$ cat config.mk
export PLATFORM = sky130hd
export DESIGN_NAME = md_sequencer_flat
export DESIGN_NICKNAME = d
export VERILOG_FILES = /design/src/rtl/md_pkg.sv /design/src/rtl/md_sequencer_if.sv /design/src/rtl/md_step.sv /design/src/rtl/md_sequencer.sv /design/src/flat_wrapper.sv
export SDC_FILE = /design/constraint.sdc
export NUM_CORES = 1
export LEC_CHECK = 0
export CAP_MARGIN = 20
export CORE_MARGIN = 3
export CORE_UTILIZATION = 64
export CTS_CLUSTER_SIZE = 24
export DETAILED_ROUTE_END_ITERATION = 7
export PLACE_DENSITY = 0.87
export SKIP_LAST_GASP = 1
export SLEW_MARGIN = 30
export SYNTH_ARGS = -nofsm -noshare
export SYNTH_HDL_FRONTEND = slang
export SYNTH_HIERARCHICAL = 1
export SYNTH_SLANG_ARGS = --single-unit
$ cat constraint.sdc
create_clock -name clk -period 10.4 [get_ports clk]
set_input_delay 2.08 -clock clk [delete_from_list [all_inputs] [get_ports clk]]
set_output_delay 2.08 -clock clk [all_outputs]
set_load 0.02 [all_outputs]
$ cat src/rtl/md_pkg.sv
// Shared definitions for the multiply/divide sequencer.
//   state_e : FSM state encoding (IDLE, RUN, FIX, DONE)
//   op_e    : operation select encodings (OP_MULT, OP_DIV)
//   CNT_W   : width of the iteration counter (covers WIDTH up to 255)
package md_pkg;

   typedef enum logic [1:0] {
      ST_IDLE = 2'd0,
      ST_RUN  = 2'd1,
      ST_FIX  = 2'd2,
      ST_DONE = 2'd3
   } state_e;

   typedef enum logic {
      OP_MULT = 1'b0,
      OP_DIV  = 1'b1
   } op_e;

   localparam int CNT_W = 8;

endpackage

$ cat src/rtl/md_sequencer_if.sv
// Request/result bundle of the multiply/divide sequencer.
//   start, op, a, b          : request side (driven by master)
//   busy, done, hi, lo,
//   div_zero                 : status/result side (driven by slave)
interface md_sequencer_if #(
   parameter int WIDTH = 32
);
   logic             start;
   logic             op;
   logic [WIDTH-1:0] a;
   logic [WIDTH-1:0] b;
   logic             busy;
   logic             done;
   logic [WIDTH-1:0] hi;
   logic [WIDTH-1:0] lo;
   logic             div_zero;

   modport master (
      output start, op, a, b,
      input  busy, done, hi, lo, div_zero
   );

   modport slave (
      input  start, op, a, b,
      output busy, done, hi, lo, div_zero
   );
endinterface

$ cat src/rtl/md_step.sv
// One combinational iteration of the sequencer datapath.
//   op_i  : OP_MULT -> one radix-2 Booth step, OP_DIV -> one restoring step
//   m_i   : multiplicand (signed, multiply) or divisor magnitude (divide)
//   acc_i : working register {upper[WIDTH:0], low[WIDTH-1:0], lsb}
//           multiply: {A, Q, q_minus1}; divide: {remainder, quotient, 0}
//   acc_o : working register after the iteration
module md_step
   import md_pkg::*;
#(
   parameter int WIDTH = 32
) (
   input  logic               op_i,
   input  logic [WIDTH-1:0]   m_i,
   input  logic [2*WIDTH+1:0] acc_i,
   output logic [2*WIDTH+1:0] acc_o
);

   // The upper half carries one guard bit so that subtracting the most
   // negative multiplicand cannot overflow before the arithmetic shift.
   logic [WIDTH:0]     upper;
   logic [WIDTH-1:0]   quo;
   logic [WIDTH:0]     m_sext;
   logic [WIDTH:0]     m_zext;
   logic [WIDTH:0]     booth_sum;
   logic [2*WIDTH+1:0] booth_pre;
   logic [WIDTH:0]     rem_shift;
   logic [WIDTH:0]     trial;

   always_comb begin
      upper  = acc_i[2*WIDTH+1:WIDTH+1];
      quo    = acc_i[WIDTH:1];
      m_sext = {m_i[WIDTH-1], m_i};
      m_zext = {1'b0, m_i};

      booth_sum = upper;
      case (acc_i[1:0])
         2'b01:   booth_sum = upper + m_sext;
         2'b10:   booth_sum = upper - m_sext;
         default: booth_sum = upper;
      endcase
      booth_pre = {booth_sum, acc_i[WIDTH:0]};

      // Shift the next dividend bit (quotient MSB) into the remainder and
      // try subtracting the divisor; a set sign bit means restore.
      rem_shift = {upper[WIDTH-1:0], quo[WIDTH-1]};
      trial     = rem_shift - m_zext;

      if (op_i == OP_DIV) begin
         if (trial[WIDTH]) begin
            acc_o = {rem_shift, quo[WIDTH-2:0], 1'b0, 1'b0};
         end else begin
            acc_o = {trial, quo[WIDTH-2:0], 1'b1, 1'b0};
         end
      end else begin
         acc_o = {booth_pre[2*WIDTH+1], booth_pre[2*WIDTH+1:1]};
      end
   end

endmodule

$ cat src/rtl/md_sequencer.sv
// Iterative signed multiply / divide unit with architectural HI/LO registers.
//   clk   : clock, rising edge
//   reset : asynchronous, active-low
//   bus   : md_sequencer_if.slave
//           start/op/a/b in; busy/done/hi/lo/div_zero out
// Multiply: hi:lo = a * b (signed 2*WIDTH product).
// Divide  : lo = a / b truncated toward zero, hi = remainder (sign of a).
// Divide by zero skips iteration, sets div_zero and leaves hi/lo untouched.
module md_sequencer
   import md_pkg::*;
#(
   parameter int WIDTH = 32
) (
   input  logic           clk,
   input  logic           reset,
   md_sequencer_if.slave  bus
);

   localparam int ACC_W = 2*WIDTH + 2;

   state_e             state_q, state_d;
   logic [CNT_W-1:0]   cnt_q, cnt_d;
   logic               op_q, op_d;
   logic [WIDTH-1:0]   m_q, m_d;
   logic [ACC_W-1:0]   acc_q, acc_d;
   logic               neg_quo_q, neg_quo_d;
   logic               neg_rem_q, neg_rem_d;
   logic               zero_q, zero_d;
   logic [WIDTH-1:0]   hi_q, hi_d;
   logic [WIDTH-1:0]   lo_q, lo_d;
   logic               div_zero_q, div_zero_d;

   logic [ACC_W-1:0]   step_acc;
   logic [WIDTH-1:0]   a_mag, b_mag, quo_mag, rem_mag;

   md_step #(.WIDTH(WIDTH)) u_step (
      .op_i  (op_q),
      .m_i   (m_q),
      .acc_i (acc_q),
      .acc_o (step_acc)
   );

   // Two's-complement magnitude; the most negative value maps to 2^(WIDTH-1)
   // as an unsigned number, which the divider handles correctly.
   assign a_mag   = bus.a[WIDTH-1] ? -bus.a : bus.a;
   assign b_mag   = bus.b[WIDTH-1] ? -bus.b : bus.b;
   assign quo_mag = acc_q[WIDTH:1];
   assign rem_mag = acc_q[2*WIDTH:WIDTH+1];

   always_comb begin
      state_d    = state_q;
      cnt_d      = cnt_q;
      op_d       = op_q;
      m_d        = m_q;
      acc_d      = acc_q;
      neg_quo_d  = neg_quo_q;
      neg_rem_d  = neg_rem_q;
      zero_d     = zero_q;
      hi_d       = hi_q;
      lo_d       = lo_q;
      div_zero_d = div_zero_q;

      case (state_q)
         ST_IDLE: begin
            if (bus.start) begin
               op_d       = bus.op;
               cnt_d      = '0;
               div_zero_d = 1'b0;
               neg_quo_d  = bus.a[WIDTH-1] ^ bus.b[WIDTH-1];
               neg_rem_d  = bus.a[WIDTH-1];
               if (bus.op == OP_DIV) begin
                  acc_d  = {{(WIDTH+1){1'b0}}, a_mag, 1'b0};
                  m_d    = b_mag;
                  zero_d = (bus.b == '0);
                  // Zero divisor bypasses iteration; FIX only raises the flag.
                  state_d = (bus.b == '0) ? ST_FIX : ST_RUN;
               end else begin
                  acc_d   = {{(WIDTH+1){1'b0}}, bus.b, 1'b0};
                  m_d     = bus.a;
                  zero_d  = 1'b0;
                  state_d = ST_RUN;
               end
            end
         end
         ST_RUN: begin
            acc_d = step_acc;
            cnt_d = cnt_q + 1'b1;
            if (cnt_q == CNT_W'(WIDTH-1)) begin
               state_d = ST_FIX;
            end
         end
         ST_FIX: begin
            if (zero_q) begin
               div_zero_d = 1'b1;
            end else if (op_q == OP_DIV) begin
               lo_d = neg_quo_q ? -quo_mag : quo_mag;
               hi_d = neg_rem_q ? -rem_mag : rem_mag;
            end else begin
               hi_d = acc_q[2*WIDTH:WIDTH+1];
               lo_d = acc_q[WIDTH:1];
            end
            state_d = ST_DONE;
         end
         ST_DONE: begin
            state_d = ST_IDLE;
         end
         default: begin
            state_d = ST_IDLE;
         end
      endcase
   end

   always_ff @(posedge clk or negedge reset) begin
      if (!reset) begin
         state_q    <= ST_IDLE;
         cnt_q      <= '0;
         op_q       <= 1'b0;
         m_q        <= '0;
         acc_q      <= '0;
         neg_quo_q  <= 1'b0;
         neg_rem_q  <= 1'b0;
         zero_q     <= 1'b0;
         hi_q       <= '0;
         lo_q       <= '0;
         div_zero_q <= 1'b0;
      end else begin
         state_q    <= state_d;
         cnt_q      <= cnt_d;
         op_q       <= op_d;
         m_q        <= m_d;
         acc_q      <= acc_d;
         neg_quo_q  <= neg_quo_d;
         neg_rem_q  <= neg_rem_d;
         zero_q     <= zero_d;
         hi_q       <= hi_d;
         lo_q       <= lo_d;
         div_zero_q <= div_zero_d;
      end
   end

   assign bus.busy     = (state_q != ST_IDLE);
   assign bus.done     = (state_q == ST_DONE);
   assign bus.hi       = hi_q;
   assign bus.lo       = lo_q;
   assign bus.div_zero = div_zero_q;

endmodule

$ cat src/flat_wrapper.sv
// flat-port wrapper written by rule: the top's interface ports become plain ports
module md_sequencer_flat import md_pkg::*;
#(
   parameter int WIDTH = 32
)
  (clk, reset, bus_start, bus_op, bus_a, bus_b, bus_busy, bus_done, bus_hi, bus_lo, bus_div_zero);
  md_sequencer_if #(.WIDTH(WIDTH)) bus_i ();
  input  logic clk;
  input  logic reset;
  input wire logic [$bits(bus_i.start)-1:0] bus_start;
  input wire logic [$bits(bus_i.op)-1:0] bus_op;
  input wire logic [$bits(bus_i.a)-1:0] bus_a;
  input wire logic [$bits(bus_i.b)-1:0] bus_b;
  output wire logic [$bits(bus_i.busy)-1:0] bus_busy;
  output wire logic [$bits(bus_i.done)-1:0] bus_done;
  output wire logic [$bits(bus_i.hi)-1:0] bus_hi;
  output wire logic [$bits(bus_i.lo)-1:0] bus_lo;
  output wire logic [$bits(bus_i.div_zero)-1:0] bus_div_zero;
  assign bus_i.start = bus_start;
  assign bus_i.op = bus_op;
  assign bus_i.a = bus_a;
  assign bus_i.b = bus_b;
  assign bus_busy = bus_i.busy;
  assign bus_done = bus_i.done;
  assign bus_hi = bus_i.hi;
  assign bus_lo = bus_i.lo;
  assign bus_div_zero = bus_i.div_zero;
  md_sequencer #(.WIDTH(WIDTH)) u_core (.clk(clk), .reset(reset), .bus(bus_i));
endmodule
### After elaboration in Yosys (flattened, before gate mapping)

Index checks and enable logic that the tools add are counted.

* bits in registers: 177
* input port bits: 68
* word-level logic and storage cells: 64

* add/subtract/negate cells: 8
* eq/ne operators: 9
* muxes and demuxes: 24
* bitwise gates (word level): 2
* reduce and logical (&&, ||, !) cells: 10

Operators by type and width (count)
* $mux 32: 7
* $mux 66: 3
* $pmux 66 s2: 1
* $neg 32->32: 4
* $pmux 33 s2: 1
* $add 33x33->33: 1
* $mux 33: 1
* $sub 33x32->33: 1
* $sub 33x33->33: 1
* $logic_not 32->1: 1
* $pmux 8 s2: 1
* $add 8x1->8 const B: 1
* $eq 8x5->1 const B: 1
* $mux 2: 4
* $mux 8: 1
* $pmux 2 s4: 1
* $reduce_and 2->1: 4
* $eq 2x2->1 const B: 3
* $reduce_bool 2->1: 3
* $eq 2x1->1 const B: 2
* $ne 2x1->1 const B: 2
* $mux 1: 3
* $reduce_and 3->1: 1
* $logic_not 2->1: 1
* other kinds (4): 4

### Depth between registers and ports, before layout

Gate-level depths: netlist of run 1.

* depth after elaboration: 5
* mapped depth: 21

### Cells and area by module

The synthesis of run 1 kept the hierarchy.

By module, submodules not included
* md_sequencer: times used 1, cells an instance 1122, area an instance 10045.9 um^2, seq. area each 4429.2 um^2
* md_step: times used 1, cells an instance 790, area an instance 5330.1 um^2, seq. area each 0.0 um^2

### Worst setup path before layout of run 1

Ideal clock, no wire load.

* path kind: register to register
* from: register u_core.m_q[2]
* to: register u_core.acc_q[64]
* setup time: 0.121 ns
* data arrival time: 4.001 ns
* required time: 10.279 ns
* slack: 6.278 ns
* stages on the path, launching flop included: 18
* path buffers: 0
* clock period less this slack: 4.122 ns
* cell sequence: dfrtp_1 nor4_1 nand2_1 nor2_1 and2_0 and3_1 a31oi_1 xnor2_1 ha_1 a21o_1 a21o_1 a221o_1 nor3b_1 a311o_1 or3_1 a21oi_1 a211oi_1 a22o_1

* longest elaborated chain between the ends: 4
* elaborated cells on any way between the ends: 7
* classes of those cells: add/sub (3); mux (4)

RTL lines
* start: declaration: RTL line md_sequencer.sv:24 `logic [WIDTH-1:0] m_q, m_d;`
* start signal: assignment: RTL line md_sequencer.sv:130 `m_q <= m_d;`
* $sub 33x33->33, or another cell as far along: RTL line md_step.sv:38 `2'b10: booth_sum = upper - m_sext;`
* $pmux 33 s2 / $mux 66 (equally long branches): RTL line md_step.sv:36, md_step.sv:49
* $mux 66 (*): RTL line md_step.sv:48 `if (op_i == OP_DIV) begin`
* net u_core.step_acc[64]: RTL line md_sequencer.sv:33 `logic [ACC_W-1:0] step_acc;`
* $pmux 66 s2 (*): RTL line md_sequencer.sv:63 `case (state_q)`
* end signal: assignment: RTL line md_sequencer.sv:119 `acc_q <= '0;`
* end signal: assignment: RTL line md_sequencer.sv:131 `acc_q <= acc_d;`
* end: declaration: RTL line md_sequencer.sv:25 `logic [ACC_W-1:0] acc_q, acc_d;`

The timed path passes the listed nets; every way through them passes the cells marked *.
A chain may end at the register's enable or synchronous reset.

### Final worst setup path of run 1

* from: register u_core.acc_q[32]
* to: register u_core.acc_q[60]

* longest elaborated chain between the ends: 4

RTL lines
* $sub 33x32->33: RTL line md_step.sv:46 `trial = rem_shift - m_zext;`
* $mux 66: RTL line md_step.sv:49 `if (trial[WIDTH]) begin`
* $mux 66: RTL line md_step.sv:48
* net u_core.step_acc[60]: RTL line md_sequencer.sv:33
* $pmux 66 s2: RTL line md_sequencer.sv:63

The timed path passes the listed nets, and every way through them passes these cells.

==> run metrics, run 1 <==
Die Area 25,900 um^2; Final Power 6.86 mW; CTS Sinks 177; Overflow after GRT 0; Worst Setup Start Kind flip-flop; worst r2r src u_core/acc_q[32]; Synth Instances 1,912; final instance area 17,500 um^2; #FFs+latches synth 177; Max Slew Vio Count 0; setup bufs post-CTS 0; number of diodes 0; Avg WL per Cell 21.4 um; clk_lat worst skew 0.44 ns; die width 161 um; dpl cell area 16,900 um^2; Avg Inst Size Synth 8.04 um^2; status completed; Rows 56; CP arrival 5.43 ns; global placer's final weighted congestion 1.02; worst path cell trace inv_1, ha_1, fa_1, nand2b_1, a21oi_1, o2111ai_1, and2_1, o41ai_1, o31ai_1, o21ai_0, a221o_1, a21o_1, ha_1, buf_4, nand2b_1, o22a_1, o21ai_0, a211oi_1, a22o_1; final setup vio count 0; CTS tree built; Clk pin slew, worst setup/hold paths 0.07 ns; unique cell type count in the Yosys netlist 86; r2r setup slk 5.34 ns; Seq/Total Area, Yosys 28.8%; root buffer cell clkbuf_16; Slew @ Worst Pin 0.985 ns; setup_tns 0 ns; DR vias 15,448; Via density 6.68; unrepaired setup endpoints after global routing no; Reg2Reg Depth 19; most frequent cell after synthesis nand2_1; Yosys top cell area share 28.8%; max-cap violations 0; yosys warns 6; Initial Util 65.3%; worst-path fanout max 47; input/output buffers 134; first-pass GRT wire length 77,200 um; H-tree depth 4; total track usage 37.0%; async set-reset flop share out of synthesis 100%; Mapped Area 15,400 um^2; Iteration-0 DRC Markers 1,696; fin crit share 48.6%; worst rel slew slack 34.3%; Remaining DRCs 0; Final Skew 0.0151 ns; initial antenna violation count 0; Fillers 1,825; Slowest Stage Delay on Critical Path 0.49 ns; Worst R2R End u_core/acc_q[60]; worst IR drop on VDD 364 uV; Placeable Area 23,500 um^2; post-synthesis net count 2,059; I/O Pins 135; area delta synth->final 13.6%; cell count of the worst hold path 2; cell taking the most area after synthesis dfrtp_1; hold wc startpoint u_core/bus.hi[21]; DPL Wire Length 36,500 um; clock buffer depth 2; Worst Hold Path EP u_core/bus.hi[21]; synth cell count leaders nand2_1 (193), o21ai_0 (181), dfrtp_1 (177); PD cells 392 nW/um^2; minimum clock period 5.06 ns; Num CTS Buffers 17; fmax 0.198 GHz; CP Capture Type flip-flop; CTS resizes 0; number of synthesized flops with an enable pin 0; fraction of layout cells with a size suffix above 1 5.87%; vias in the first global route 14,599; largest cells by area after synthesis dfrtp_1 (29%), ha_1 (6.3%), xnor2_1 (6.0%); cts hold-fix bufs 0; height of the die 161 um; HP Class reg -> reg; WS Path Type reg -> reg; DRT Wirelength 49,400 um; Slowest-stage cell, CP o41ai_1; largest net degree at the start of global routing 93; Layout Nets 2,127; 1st-pass router iterations 6; Synth Flop Type dfrtp_1; Hold Vio Cnt, Final 0; worst path required time 10.77 ns; Post-DRT Antenna Nets 0; P_leak 7.29 nW
[kinds of logic (layout without fill, tap and decap cells)]
group,Yosys count,in the layout,synth area share [%]
AND/OR/NAND/NOR,581,581,18.8
multiplexers,65,65,4.48
flip-flops,177,177,28.8
AO/OA/AOI/OAI,644,644,26.0
XOR/XNOR,197,197,11.2
buffers and inverters,169,250,4.16
adder cells (fa/ha/maj),79,79,6.53
[worst max-delay path: cells and delay by family, from the launching register on]
kind	cells	cell delay (ns)
buffers and inverters	2	0.55
DFF	1	0.39
adders and majority gates	3	0.77
AOI/OAI and AO/OA	11	2.49
and+or+nand+nor	3	0.77
[worst max path at each step]
stage	from	end	slack, ns	cells after the start
after floorplan	u_core/m_q[2]	u_core/acc_q[64]	6.28	17
after global placement	bus_a[0]	u_core/acc_q[31]	5.65	9
after detailed placement	u_core/acc_q[32]	u_core/acc_q[60]	5.47	19
after CTS	u_core/acc_q[32]	u_core/acc_q[60]	5.45	19
after global routing	u_core/m_q[3]	u_core/acc_q[65]	5.07	17
final	u_core/acc_q[32]	u_core/acc_q[60]	5.34	19
[cell type report]
cell class                 instances  area, um^2  share of cell area, %
tap                              319         399                   2.29
clock inverter                    12         120                  0.688
sequential                       177        4430                   25.4
inverter                          68         255                   1.46
timing repair buffer             150        1460                   8.35
clock buffer                      20         467                   2.67
multi-input combinational       1566       10300                   59.2
[state kept, by name, indices dropped and copies added, names as in the netlist]
signal and cells:
u_core/zero_q 1, u_core/bus.hi 32, u_core/bus.lo 32, u_core/acc_q 66, u_core/op_q 1, u_core/neg_quo_q 1, u_core/bus.div_zero 1, u_core/cnt_q 8
u_core/m_q 32, u_core/neg_rem_q 1, u_core/state_q 2
[power by group]
group	total [mW]	switching, mW	internal [mW]
logic	4.77	2.79	1.98
clock network	0.658	0.322	0.336
registers	1.43	0.442	0.987
[stage by stage]
stage	std cells	hold slack (ns)	worst slack [ns]	util [%]
CTS	2312	0.486	5.45	74.2
detailed placement	2280	0.469	5.47	71.7
floorplan	1912	0.452	6.28	-
global route	2312	0.513	5.07	74.2
finish	2312	0.479	5.34	74.2
global placement	2280	0.460	5.65	71.7
[cell usage in the layout, fill, tap and decap left out, drive strengths merged, types with 33 or more instances in the layout]
cell type      synthesis  final
nand2                195    195
a21oi                168    168
a211oi                38     38
nor3                  37     37
a31oi                 33     33
a21o                  39     39
mux2i                 34     34
inv                   68     73
dfrtp                177    177
ha                    77     77
xor2                  91     91
o21ai                207    207
clkdlybuf4s50          0    132
xnor2                106    106
nor2                 147    147
[metal layers]
metal,global-route usage (%),wire length [um],up-vias
met5,0,0,-
met4,16.8,2330,0
met3,4.95,3930,157
met2,60.7,23000,872
met1,49.0,20200,7307
li1,-,-,7112
No activity file was read; power rests on OpenSTA's default activity.
==> run 2, diff against run 1 <==
--- a/config.mk
+++ b/config.mk
@@ -7,10 +7,10 @@
 export LEC_CHECK = 0
 export CAP_MARGIN = 20
 export CORE_MARGIN = 3
-export CORE_UTILIZATION = 64
+export CORE_UTILIZATION = 60
 export CTS_CLUSTER_SIZE = 24
 export DETAILED_ROUTE_END_ITERATION = 7
-export PLACE_DENSITY = 0.87
+export PLACE_DENSITY = 0.82
 export SKIP_LAST_GASP = 1
 export SLEW_MARGIN = 30
 export SYNTH_ARGS = -nofsm -noshare
==> constraint.sdc (replaced) <==
create_clock -name clk -period 4.77 [get_ports clk]
set_input_delay 0.954 -clock clk [delete_from_list [all_inputs] [get_ports clk]]
set_output_delay 0.954 -clock clk [all_outputs]
set_load 0.02 [all_outputs]
==> run metrics, run 2 (synthesized netlist as in run 1, its figures left out) <==
status completed; 1st-pass router iterations 5; Slowest-stage cell, CP a31oi_1; Slew @ Worst Pin 0.925 ns; H-tree depth 4; max-cap violations 0; worst IR drop on VDD 464 uV; first-pass GRT wire length 77,700 um; highest-count cells in the layout ignoring fill and taps nand2_1 (192), o21ai_0 (181), dfrtp_1 (176); initial antenna violation count 0; commonest non-fill, non-tap cell in the layout nand2_1; Worst Setup Start Kind flip-flop; worst-path fanout max 6; Overflow after GRT 0; DRT Wirelength 48,800 um; Fillers 1,964; worst path required time 5.11 ns; CP startpoint u_core/m_q[3]; most used cell, CP a31oi_1; Clk pin slew, worst setup/hold paths 0.09 ns; HP Class reg -> reg; fmax 0.219 GHz; fin crit share 95.9%; Hold Vio Cnt, Final 0; global placer's final weighted congestion 1.03; Iteration-0 DRC Markers 1,663; DR vias 15,486; Via density 6.58; max reg flops 66; CP Capture Type flip-flop; PnR worst setup slack 0.196 ns; Num CTS Buffers 17; hold wc startpoint u_core/bus.lo[0]; CTS tree built; cts hold-fix bufs 0; Die Area 27,600 um^2; sum of buffers and inverters on the critical path 0; P_leak 7.51 nW; WS Path Type reg -> reg; DPL Wire Length 36,700 um; Rows 57; I/O Pins 135; Avg WL per Cell 20.7 um; clk_lat worst skew 0.45 ns; Remaining DRCs 0; Layout Nets 2,165; Max Slew Vio Count 0; die width 166 um; Crit path max-delay family compound AO/OA/AOI/OAI gates; largest net degree at the start of global routing 86; fraction of layout cells with a size suffix above 1 7.88%; CTS Sinks 177; worst rel slew slack 38.3%; worst r2r src u_core/m_q[3]; root buffer cell clkbuf_16; CP arrival 4.91 ns; Final Skew 0.0188 ns; final setup vio count 0; Placeable Area 24,700 um^2; Post-DRT Antenna Nets 0; input/output buffers 134; height of the die 166 um; Initial Util 62.1%; total track usage 34.4%; DP Worst Slack 0.209 ns; Final Power 15.3 mW; worst path cell trace nor4_1, nand2_1, nor2_1, and2_0, a31oi_1, xnor2_1, ha_1, a21oi_1, o21ai_0, nor3_1, a31oi_2, a31oi_1, o21ai_0, a31oi_1, mux2i_1, a32oi_1, a22o_1; minimum clock period 4.57 ns; clock buffer depth 2; vias in the first global route 14,721; Slowest Stage Delay on Critical Path 0.50 ns; setup bufs post-CTS 0; PD cells 860 nW/um^2; area delta synth->final 15.9%; number of diodes 0; most flop-heavy register u_core/acc_q
==> run 2: cell types whose count changed in the layout (fill, tap and decap cells not counted), moves of 3 or more <==
cell	delta
clkinvlp_4	-4
buf_4	+37
clkbuf_8	-3
inv_12	+3
clkinv_8	+5
==> run 2: path summary, 6_finish.rpt <==
path | endpoint | slack [ns] | cells after the start
min in group asynchronous | u_core/bus.hi[1] | 0.55 | 1
setup / recovery | u_core/acc_q[62] | 0.20 | 17
setup reg to reg | u_core/acc_q[62] | 0.20 | 17
hold reg to reg | u_core/bus.lo[0] | 0.48 | 2
hold / removal | u_core/bus.lo[0] | 0.48 | 2
max in group asynchronous | u_core/acc_q[15] | 3.23 | 2
==> run 2: cell type report <==
type	count	area (um^2)	area share, %
Tap cell	324	405	2.27
Inverter	68	255	1.43
Clock buffer	17	425	2.39
Clock inverter	15	209	1.17
Multi-Input combinational cell	1566	10400	58.1
Sequential cell	177	4430	24.9
Timing Repair Buffer	188	1750	9.82
==> run 2: per-layer routing <==
layer  vias to the layer above  track usage, %  routed length, um  share of wire [%]
li1                       7193               -                  -                  -
met1                      7266            45.4              19700                 40
met2                       879            55.3              22100                 45
met3                       148            5.67               4500                9.2
met4                         0            16.4               2530                5.2
met5                         -               0                  0                  0
==> run 2: report_power, final <==
group	internal, mW	leakage (nW)	total (mW)	switching [mW]
Combinational	4.54	5.01	10.9	6.33
Sequential	2.15	2.20	2.96	0.810
Clock	0.728	0.303	1.51	0.778
Total	7.42	7.51	15.3	7.92
==> run 2: tightest hold or removal path: stages, from the launching register on <==
cell     delay [ns]
dfrtp_1        0.35
nand2_1        0.05
o21ai_0        0.06
==> run 2: repair_timing <==
action,4_1_cts,5_1_grt
gates resized for setup,0,4
endpoints found under the setup margin,0,21
endpoints found under the hold margin,0,0
==> run 2: per-stage QoR <==
| step | util [%] | cell area (um^2) | instances | hold slack, ns | TNS, ns |
|---|---|---|---|---|---|
| final | 72.0 | 17800 | 2355 | 0.483 | 0 |
| after global routing | 72.0 | 17800 | 2355 | 0.508 | -0.00860 |
| after CTS | 72.0 | 17800 | 2355 | 0.488 | 0 |
| after detailed placement | 69.4 | 17200 | 2323 | 0.469 | 0 |
| after global placement | 69.4 | 17200 | 2323 | 0.461 | 0 |
| after floorplan | - | 15400 | 1912 | 0.452 | 0 |
